$ cat config.mk
export PLATFORM = sky130hd
export DESIGN_NAME = hi_lo_mac
export DESIGN_NICKNAME = d
export VERILOG_FILES = /design/src/rtl/hi_lo_mac.sv
export SDC_FILE = /design/constraint.sdc
export NUM_CORES = 1
export LEC_CHECK = 0
export BUFFER_PORTS_ARGS = -buffer_cell sky130_fd_sc_hd__buf_2
export CAP_MARGIN = 30
export CELL_PAD_IN_SITES_DETAIL_PLACEMENT = 1
export CELL_PAD_IN_SITES_GLOBAL_PLACEMENT = 1
export CORE_UTILIZATION = 43
export CTS_CLUSTER_SIZE = 14
export DETAILED_ROUTE_END_ITERATION = 8
export GPL_ROUTABILITY_DRIVEN = 0
export PLACE_DENSITY = 0.81
export SLEW_MARGIN = 15
export SYNTH_ARGS = -nofsm -noshare
export SYNTH_HDL_FRONTEND = slang
export SYNTH_SLANG_ARGS = --single-unit
$ cat constraint.sdc
create_clock -name Clk -period 6.5 [get_ports Clk]
set_input_delay 0.975 -clock Clk [delete_from_list [all_inputs] [get_ports Clk]]
set_output_delay 0.975 -clock Clk [all_outputs]
set_load 0.05 [all_outputs]
$ cat src/rtl/hi_lo_mac.sv
// Sequential 32x32 signed multiply / multiply-accumulate unit with HI/LO registers.
// One radix-2 shift-add step per cycle on magnitudes; sign and accumulate applied in ACC.
module hi_lo_mac #(
  parameter int ITER = 32
) (
  input  logic        Clk,
  input  logic        Reset,
  input  logic        Start,
  input  logic [4:0]  Op,
  input  logic [31:0] A,
  input  logic [31:0] B,
  output logic [31:0] HI,
  output logic [31:0] LO,
  output logic        Busy,
  output logic        Done
);

  localparam logic [4:0] OP_MULT = 5'b00011;
  localparam logic [4:0] OP_MADD = 5'b00100;
  localparam logic [4:0] OP_MSUB = 5'b00101;
  localparam logic [4:0] OP_MTHI = 5'b11100;
  localparam logic [4:0] OP_MTLO = 5'b11101;
  localparam int CW = $clog2(ITER);

  typedef enum logic [1:0] {IDLE, MUL, ACC} state_t;

  state_t          state, state_nxt;
  logic [4:0]      op_q;
  logic            neg_q;
  logic [63:0]     mcand_q;
  logic [31:0]     mplier_q;
  logic [63:0]     acc_q;
  logic [CW-1:0]   cnt_q;

  logic            is_mul;
  logic [31:0]     a_mag, b_mag;
  logic [63:0]     prod, hilo, res;

  assign is_mul = (Op == OP_MULT) || (Op == OP_MADD) || (Op == OP_MSUB);
  assign a_mag  = A[31] ? (~A + 32'd1) : A;
  assign b_mag  = B[31] ? (~B + 32'd1) : B;
  assign Busy   = (state != IDLE);

  always_comb begin
    state_nxt = state;
    case (state)
      IDLE:    if (Start && is_mul) state_nxt = MUL;
      MUL:     if (cnt_q == CW'(ITER - 1)) state_nxt = ACC;
      ACC:     state_nxt = IDLE;
      default: state_nxt = IDLE;
    endcase
  end

  always_comb begin
    prod = neg_q ? (~acc_q + 64'd1) : acc_q;
    hilo = {HI, LO};
    case (op_q)
      OP_MADD: res = hilo + prod;
      OP_MSUB: res = hilo - prod;
      default: res = prod;
    endcase
  end

  always_ff @(posedge Clk or negedge Reset) begin
    if (!Reset) state <= IDLE;
    else        state <= state_nxt;
  end

  always_ff @(posedge Clk or negedge Reset) begin
    if (!Reset) begin
      HI       <= '0;
      LO       <= '0;
      Done     <= 1'b0;
      op_q     <= '0;
      neg_q    <= 1'b0;
      mcand_q  <= '0;
      mplier_q <= '0;
      acc_q    <= '0;
      cnt_q    <= '0;
    end else begin
      Done <= (state == ACC);
      case (state)
        IDLE: begin
          if (Start) begin
            if (Op == OP_MTHI) HI <= A;
            if (Op == OP_MTLO) LO <= A;
            if (is_mul) begin
              op_q     <= Op;
              neg_q    <= A[31] ^ B[31];
              mcand_q  <= {32'd0, a_mag};
              mplier_q <= b_mag;
              acc_q    <= '0;
              cnt_q    <= '0;
            end
          end
        end
        MUL: begin
          // multiplicand walks left while the multiplier walks right
          acc_q    <= acc_q + (mplier_q[0] ? mcand_q : 64'd0);
          mcand_q  <= {mcand_q[62:0], 1'b0};
          mplier_q <= {1'b0, mplier_q[31:1]};
          cnt_q    <= cnt_q + 1'b1;
        end
        ACC: begin
          {HI, LO} <= res;
          cnt_q    <= '0;
        end
        default: ;
      endcase
    end
  end

endmodule

# [Word-level counts from Yosys, hierarchy flattened]
# Index checks and enable logic that the tools add are counted.
[word_totals] register_bits=238 input_bits=72 output_inout_bits=66 wordCells=77
[classes] addsub=7 eq_ne=16 n_mux=26 bitwise=4 reduce_logical=14
[ops] op="2-to-1 mux 64 bit" count=6
[ops] op="one-hot mux 64 bit (2 select lines)" count=3
[ops] op="2-to-1 mux 32 bit" count=8
[ops] op="one-hot mux 32 bit (2 select lines)" count=3
[ops] op="adder 64 bit" count=2
[ops] op="adder 32 x 1 -> 32 bit (second input constant)" count=2
[ops] op="adder 64 x 1 -> 64 bit (second input constant)" count=1
[ops] op="NOT 32 bit" count=2
[ops] op="NOT 64 bit" count=1
[ops] op="subtractor 64 bit" count=1
[ops] op="equality test 5 x 3 -> 1 bit (second input constant)" count=4
[ops] op="equality test 5 bit (second input constant)" count=3
[ops] op="one-hot mux 5 bit (3 select lines)" count=1
[ops] op="AND reduction 3 bit" count=5
[ops] op="!= test 2 bit (second input constant)" count=6
[ops] op="2-to-1 mux 5 bit" count=2
[ops] op="nonzero test 2 bit" count=3
[ops] op="adder 5 x 1 -> 5 bit (second input constant)" count=1
[ops] op="equality test 5 x 2 -> 1 bit (second input constant)" count=1
[ops] op="2-to-1 mux 2 bit" count=2
[ops] op="one-hot mux 2 bit (2 select lines)" count=1
[ops] op="nonzero test 3 bit" count=1
[ops] op="equality test 2 x 1 -> 1 bit (second input constant)" count=1
[ops] op="equality test 2 bit (second input constant)" count=1
[ops] op="other kinds (5)" count=6

# [Depth between registers and ports, before layout]
# Gate-level depths: netlist of run 1.
[logic_depth] depth_word=6 depth_mapped=28 depth_no_buf=26

# [Worst setup path after synthesis of run 1]
# Ideal clock, no wire load.
[synth_timing] path_kind="reg2reg" from="reg acc_q[1]" to="reg HI[31]" setup_time_ns=0.119 arrival_time_ns=6.013 t_required_ns=6.381 path_slack_ns=0.368 path_stages_with_launch=27 path_buffers=2 period_less_slack_ns=6.132 path_cell_list="dfrtp_1 inv_1 ha_1 nor3b_1 nand4_1 clkbuf_1 o41ai_1 xor2_1 nand4_1 a21o_1 or4_1 nor3_1 inv_1 nor2_1 a21oi_1 xnor2_1 ha_1 clkbuf_1 nand4_1 or3_1 o21ai_0 a31oi_1 nor2_1 nor2_1 or4_1 o2111a_1 and2_1"
[synth_between] elab_chain_len=6 elab_cells_between_ends=7 classes_between="3 x add/sub; 3 x mux; 1 x bitwise"
[synth_rtl] item="start: declaration" line="32" source="logic [63:0] acc_q;"
[synth_rtl] item="start signal: assignment" line="99" source="acc_q <= acc_q + (mplier_q[0] ? mcand_q : 64'd0);"
[synth_rtl] item="NOT 64 bit" line="55" source="prod = neg_q ? (~acc_q + 64'd1) : acc_q;"
[synth_rtl] item="adder 64 x 1 -> 64 bit" line="55"
[synth_rtl] item="2-to-1 mux 64 bit (*)" line="55"
[synth_rtl] item="subtractor 64 bit or adder 64 bit (tied branches)" line="59, 58"
[synth_rtl] item="one-hot mux 64 bit (2 select lines) (*)" line="57" source="case (op_q)"
[synth_rtl] item="one-hot mux 32 bit (2 select lines) (*)" line="82" source="case (state)"
[synth_rtl] item="end signal: assignment" line="105" source="{HI, LO} <= res;"
[synth_rtl] item="end: declaration" line="12" source="output logic [31:0] HI,"
# Mark *: on every way between the ends. The rest lies on a longest branch, timed or not.
# A chain may end at the register's enable or synchronous reset.

# [Worst setup path in the final report of run 1]
[layout_timing] from="reg acc_q[4]" to="reg HI[28]"
# Same word-level chain as after synthesis.

==> flow_summary.json, run 1 <==
{
  "syn-cell-area_sq_mm": 0.02207,
  "hold_violations": 0,
  "cts_made_buffers": 34,
  "cts.sinks": 238,
  "grt_max_degree": 146,
  "status": "complete, no violations",
  "drt_first_pass_iters": 6,
  "crit_type": "flop to flop",
  "drc": 0,
  "finalCritPeriodShare": 0.9882,
  "io_pins": 138,
  "num_rows": 82,
  "detail-route-antenna-nets": 0,
  "fp.dieH_um": 228.5,
  "track_usage": 0.3211,
  "viasPerCell": 6.392,
  "cpMaxStageDelayCell": "or4_4",
  "layout_common_cells": "345 x nand2_1, 310 x o21ai_0, 233 x dfrtp_1, 195 x a21oi_1, 161 x xnor2_1",
  "clock.fmax_ghz": 0.1557,
  "antenna_found_initial": 2,
  "critPathLaunchType": "flop",
  "ys_ff_latch": 238,
  "die_w_um": 228.5,
  "nFillCells": 6185,
  "ys_types": 77,
  "port_buffers": 137,
  "fin_worst_skew_ns": 0.02297,
  "synthCells": 2812,
  "synth_top_area_frac": 0.2699,
  "drt-wirelength-per-cell_um": 23.72,
  "worstMarginPinSlew_ns": 1.043,
  "core_sq_mm": 0.05038,
  "synth_flop_cell": "dfrtp_1",
  "syn_area_per_cell_sq_um": 7.848,
  "synth_top_cell_by_area": "dfrtp_1",
  "start_util": 0.4381,
  "dp_hpwl_um": 64310,
  "worstHoldPathType": "input port to async pin",
  "clk-insertion-delay-late_ns": 0.57,
  "cts_max_level": 2,
  "setup_viol": 0,
  "yosysSeqAreaShare": 0.2699,
  "slowest_delay_ns": 0.60,
  "drv_cap": 0,
  "crit_fanout": 9,
  "synth_nets": 3018,
  "layout.nets": 3202,
  "synth_edf_count": 0,
  "area_growth_pct": 17.67,
  "final_common_cell": "nand2_1",
  "period_needed_ns": 6.424,
  "cp-end-kind": "flop",
  "crit_arrival_ns": 6.88,
  "drive_gt1_frac": 0.1609,
  "clk_path_buf_depth": 3,
  "cp_data_required_time_ns": 6.96,
  "drt_iter0_drc": 2217,
  "clk_pin_slew_ns": 0.06,
  "pre_cts_slack_ns": -0.2796,
  "grt_pass1_vias": 23574,
  "synth_area_leaders": "dfrtp_1 27%, ha_1 7.5%, o21ai_0 7.3%",
  "cts_tree": "built",
  "dieArea_sq_mm": 0.05223,
  "ys_warn_count": 0,
  "diodes": 0,
  "root_buffer": "clkbuf_16",
  "relSlewSlack": 0.3049,
  "ys_async_sr_fraction": 1.000,
  "drt_wl_total_um": 87570,
  "via_count": 23598,
  "cts-hold-fix-buffers": 0,
  "drv_slew": 0,
  "setup_ws_ns": 0.07639,
  "grt_pass1_wl_um": 134900,
  "globalRouteOverflowTotal": 0
}
[synth_stat cells, types with 7 or more instances]
| library cell | count |
|---|---|
| nand2_1 | 347 |
| o21ai_0 | 320 |
| dfrtp_1 | 238 |
| a21oi_1 | 198 |
| xnor2_1 | 161 |
| clkbuf_1 | 140 |
| nor2_1 | 139 |
| xor2_1 | 134 |
| ha_1 | 132 |
| and2_1 | 80 |
| a21o_1 | 77 |
| nand3_1 | 67 |
| inv_1 | 57 |
| a22oi_1 | 52 |
| o31ai_1 | 52 |
| nor3_1 | 48 |
| a22o_1 | 37 |
| o211ai_1 | 35 |
| or3_1 | 35 |
| nand2b_1 | 32 |
| a211oi_1 | 31 |
| nand4_1 | 31 |
| o41ai_1 | 28 |
| or4_1 | 28 |
| o22ai_1 | 27 |
| a31oi_1 | 24 |
| o21bai_1 | 24 |
| and3_1 | 22 |
| nor2b_1 | 22 |
| or2_2 | 20 |
| nor4_1 | 18 |
| a221oi_1 | 15 |
| buf_1 | 10 |
| o221ai_1 | 9 |
| a41oi_1 | 7 |
| o2111ai_1 | 7 |
| o31a_1 | 7 |
[layer usage]
metal | global-route usage | part of all wire | wire length, um
met5 | 0 | 0 | 0
met2 | 0.5097 | 0.45 | 39140
met4 | 0.1447 | 0.052 | 4591
met3 | 0.05514 | 0.075 | 6567
met1 | 0.4259 | 0.43 | 37270
[final timing paths]
path | startpoint | end | slack [ns] | cells past startpoint
setup / recovery | acc_q[4] | HI[28] | 0.08 | 25
min in group Clk | mplier_q[3] | mplier_q[3] | 0.48 | 2
hold reg to reg | mplier_q[3] | mplier_q[3] | 0.48 | 2
hold / removal | Reset | mplier_q[20] | 0.40 | 1
max in group asynchronous | Reset | acc_q[58] | 4.77 | 2
setup reg to reg | acc_q[4] | HI[28] | 0.08 | 25
[metrics by stage]
stage                     cells  setup TNS, ns  area [sq um]  utilization  hold WS [ns]
final                      3692              0         25970       0.5155        0.3979
after CTS                  3676              0         25520       0.5066        0.4641
after global routing       3692        -0.4275         25970       0.5155        0.4561
after detailed placement   3615        -0.8679         24280       0.4820        0.4717
after floorplan            2812              0         22070            -        0.4447
after global placement     3611              0         24190       0.4803        0.4620
[flip-flops by register name, summed over array words and instances, names as in the netlist]
register / flops
Done: 1
HI: 32
LO: 32
acc_q: 64
cnt_q: 5
mcand_q: 64
mplier_q: 32
neg_q: 1
op_q: 5
state: 2
[what timing repair did]
item                                    CTS  global route
endpoints found under the setup margin    7            22
buffers inserted                          1            15
cloned                                    0             1
pin swaps                                 1            20
resized for setup                        11            73
[cell families after synthesis]
kind of cell / Yosys count / share of synthesized area
adder cells (fa/ha/maj): 134 / 0.07665
AO/OA/AOI/OAI: 1000 / 0.2894
AND/OR/NAND/NOR: 919 / 0.2042
XOR/XNOR: 296 / 0.1178
flip-flops: 238 / 0.2699
buffers and inverters: 215 / 0.03725
multiplexers: 10 / 0.004819
[worst max-delay path, delay by kind of cell (launching register included)]
kind | cells | cell delay, ns
XOR/XNOR | 2 | 0.42
AO/OA/AOI/OAI | 8 | 1.68
flip-flops | 1 | 0.38
AND/OR/NAND/NOR | 10 | 2.92
buffers and inverters | 4 | 0.53
adder cells (fa/ha/maj) | 1 | 0.35
[area by class of cell]
type	count	area, sq um	area share
clock buffer	41	928.4	0.03575
inverter	58	217.7	0.008384
multi-input combinational	2359	15710	0.6049
clock inverter	19	271.5	0.01046
tap	672	840.8	0.03238
timing repair buffer	305	2039	0.07854
sequential	238	5962	0.2296
Power of run 1 is left out: the tool's default activity adds up to more than one toggle a clock period on the data nets, which glitch-free logic cannot reach.
==> inputs of run 2 (changes only) <==
Settings changed: BUFFER_PORTS_ARGS -buffer_cell sky130_fd_sc_hd__buf_2 to not set, CORE_UTILIZATION 43 to 45, DONT_BUFFER_PORTS set to 1.
==> run 2 against run 1 <==
  * Register-to-register slack improved by 0.11 ns
  * Global-route usage increased by 0.62 points
  * Sequential cell count unchanged
  * Clock skew decreased by 0.0098 ns
  * Worst hold slack got worse by 0.33 ns
  * Final area decreased by 5.7%
  * Maximum frequency increased by 1.7%
==> flow_summary.json, run 2 (synthesis results as in run 1) <==
{
  "status": "complete, no violations",
  "cts.sinks": 238,
  "fin_area_sq_mm": 0.02449,
  "drc": 0,
  "dp_hpwl_um": 61780,
  "port_buffers": 0,
  "cp_data_required_time_ns": 6.98,
  "antenna_found_initial": 2,
  "worstMarginPinSlew_ns": 1.074,
  "path_common_cell": "buf_4",
  "cts-hold-fix-buffers": 0,
  "grt_pass1_vias": 22978,
  "core_sq_mm": 0.04805,
  "reg_top3": "acc_q (64), mcand_q (64)",
  "layout_common_cells": "346 x nand2_1, 314 x o21ai_0, 235 x dfrtp_1, 193 x a21oi_1, 161 x xnor2_1",
  "area_growth_pct": 10.95,
  "stdcell_count": 3456,
  "cts_made_buffers": 30,
  "die_w_um": 223.5,
  "crit_arrival_ns": 6.80,
  "clk-insertion-delay-late_ns": 0.60,
  "critPathLaunchType": "flop",
  "dp_cells": 3392,
  "detail-route-antenna-nets": 0,
  "drt-wirelength-per-cell_um": 24.20,
  "clk_pin_slew_ns": 0.06,
  "clk_path_buf_depth": 3,
  "viasPerCell": 6.584,
  "cpMaxStageDelayCell": "or4_4",
  "period_needed_ns": 6.317,
  "grt_pass1_wl_um": 130700,
  "crit_type": "flop to flop",
  "hold_violations": 0,
  "clock.fmax_ghz": 0.1583,
  "final_common_cell": "nand2_1",
  "worst_path_dominant_cell_family": "compound AO/OA/AOI/OAI gates",
  "cts_max_level": 1,
  "globalRouteOverflowTotal": 0,
  "finalCritPeriodShare": 0.9719,
  "num_rows": 80,
  "crit_fanout": 11,
  "drive_gt1_frac": 0.09510,
  "drt_iter0_drc": 2172,
  "drv_cap": 0,
  "crit_buf_inv": 3,
  "track_usage": 0.3273,
  "cts_tree": "built",
  "fp.dieH_um": 223.5,
  "cp-end-kind": "flop",
  "dieArea_sq_mm": 0.04993,
  "drv_slew": 0,
  "setup_viol": 0,
  "drt_wl_total_um": 83620,
  "layout.nets": 3023,
  "fin_worst_skew_ns": 0.01319,
  "io_pins": 138,
  "via_count": 22755,
  "relSlewSlack": 0.2843,
  "worstPathCellList": "or2_2, or3_4, or3_1, o41ai_4, xor2_2, nand4_1, or4_4, o31ai_2, xnor2_1, ha_1, buf_4, nand2_1, buf_4, a221oi_1, o21ai_0, a31oi_1, a31oi_2, o21ai_0, buf_4, a21oi_1, xnor2_1, a221oi_1",
  "start_util": 0.4593,
  "detailed_place.area_sq_mm": 0.02324,
  "worstHoldPathType": "input port to async pin",
  "r2r_start": "acc_q[0]",
  "root_buffer": "clkbuf_16",
  "grt_max_degree": 239,
  "setup.worst_path.start": "acc_q[0]",
  "drt_first_pass_iters": 5,
  "slowest_delay_ns": 0.50
}
run 2: cell count changes in the layout (fill, tap and decap cells not counted), sizes merged:
cell      before  now
clkinv        12    3
clkbuf        41   49
bufinv         6    1
inv           59   58
buf          305  130
diode          0    2
clkinvlp       0    1
run 2: worst paths after layout:
check | to | slack [ns] | cells past startpoint
max | HI[22] | 0.18 | 22
min | mplier_q[30] | 0.07 | 0
max reg2reg | HI[22] | 0.18 | 22
min reg2reg | mplier_q[4] | 0.48 | 2
max in group asynchronous | HI[19] | 5.55 | 0
min in group Clk | mplier_q[4] | 0.48 | 2
run 2: worst reg2reg max path, delay by kind of cell (launching register included):
family / cells / cell delay [ns]
compound gates: 9 / 2.37
xor+xnor: 3 / 0.50
fa+ha+maj: 1 / 0.35
buf+inv: 3 / 0.48
flops: 1 / 0.43
simple gates: 6 / 2.06
run 2: final cells by class:
cell class	instances	area, sq um
Fill cell	5825	23560
Inverter	58	217.7
Clock buffer	49	933.4
Sequential cell	238	5959
Tap cell	615	769.5
Multi-Input combinational cell	2359	15530
Timing Repair Buffer	130	1016
Clock inverter	5	52.55
Antenna cell	2	5.005
run 2: per-layer routing:
metal	up-vias	GRT usage	routed length [um]
met5	-	0	12
met4	2	0.1443	3999
met3	180	0.05347	6061
met2	883	0.5176	37110
met1	11330	0.4390	36440
li1	10360	-	-
run 2: per-stage QoR:
step | setup WS, ns | utilization | hold slack, ns | TNS [ns]
after global placement | 0.1503 | 0.4829 | 0.4633 | 0
after CTS | 0.04370 | 0.5046 | 0.06583 | 0
final | 0.1828 | 0.5096 | 0.07283 | 0
after global routing | -0.07215 | 0.5095 | 0.06396 | -0.1431
after floorplan | 0.3685 | - | 0.4447 | 0
after detailed placement | -0.09728 | 0.4837 | 0.4754 | -0.1150
run 2: timing repair:
item	CTS	global route
buffers inserted	1	7
gates resized for setup	3	39
setup endpoints to repair	3	17
pin swaps	1	6
endpoints found under the hold margin	0	0
Power of run 2 is left out for the same reason.
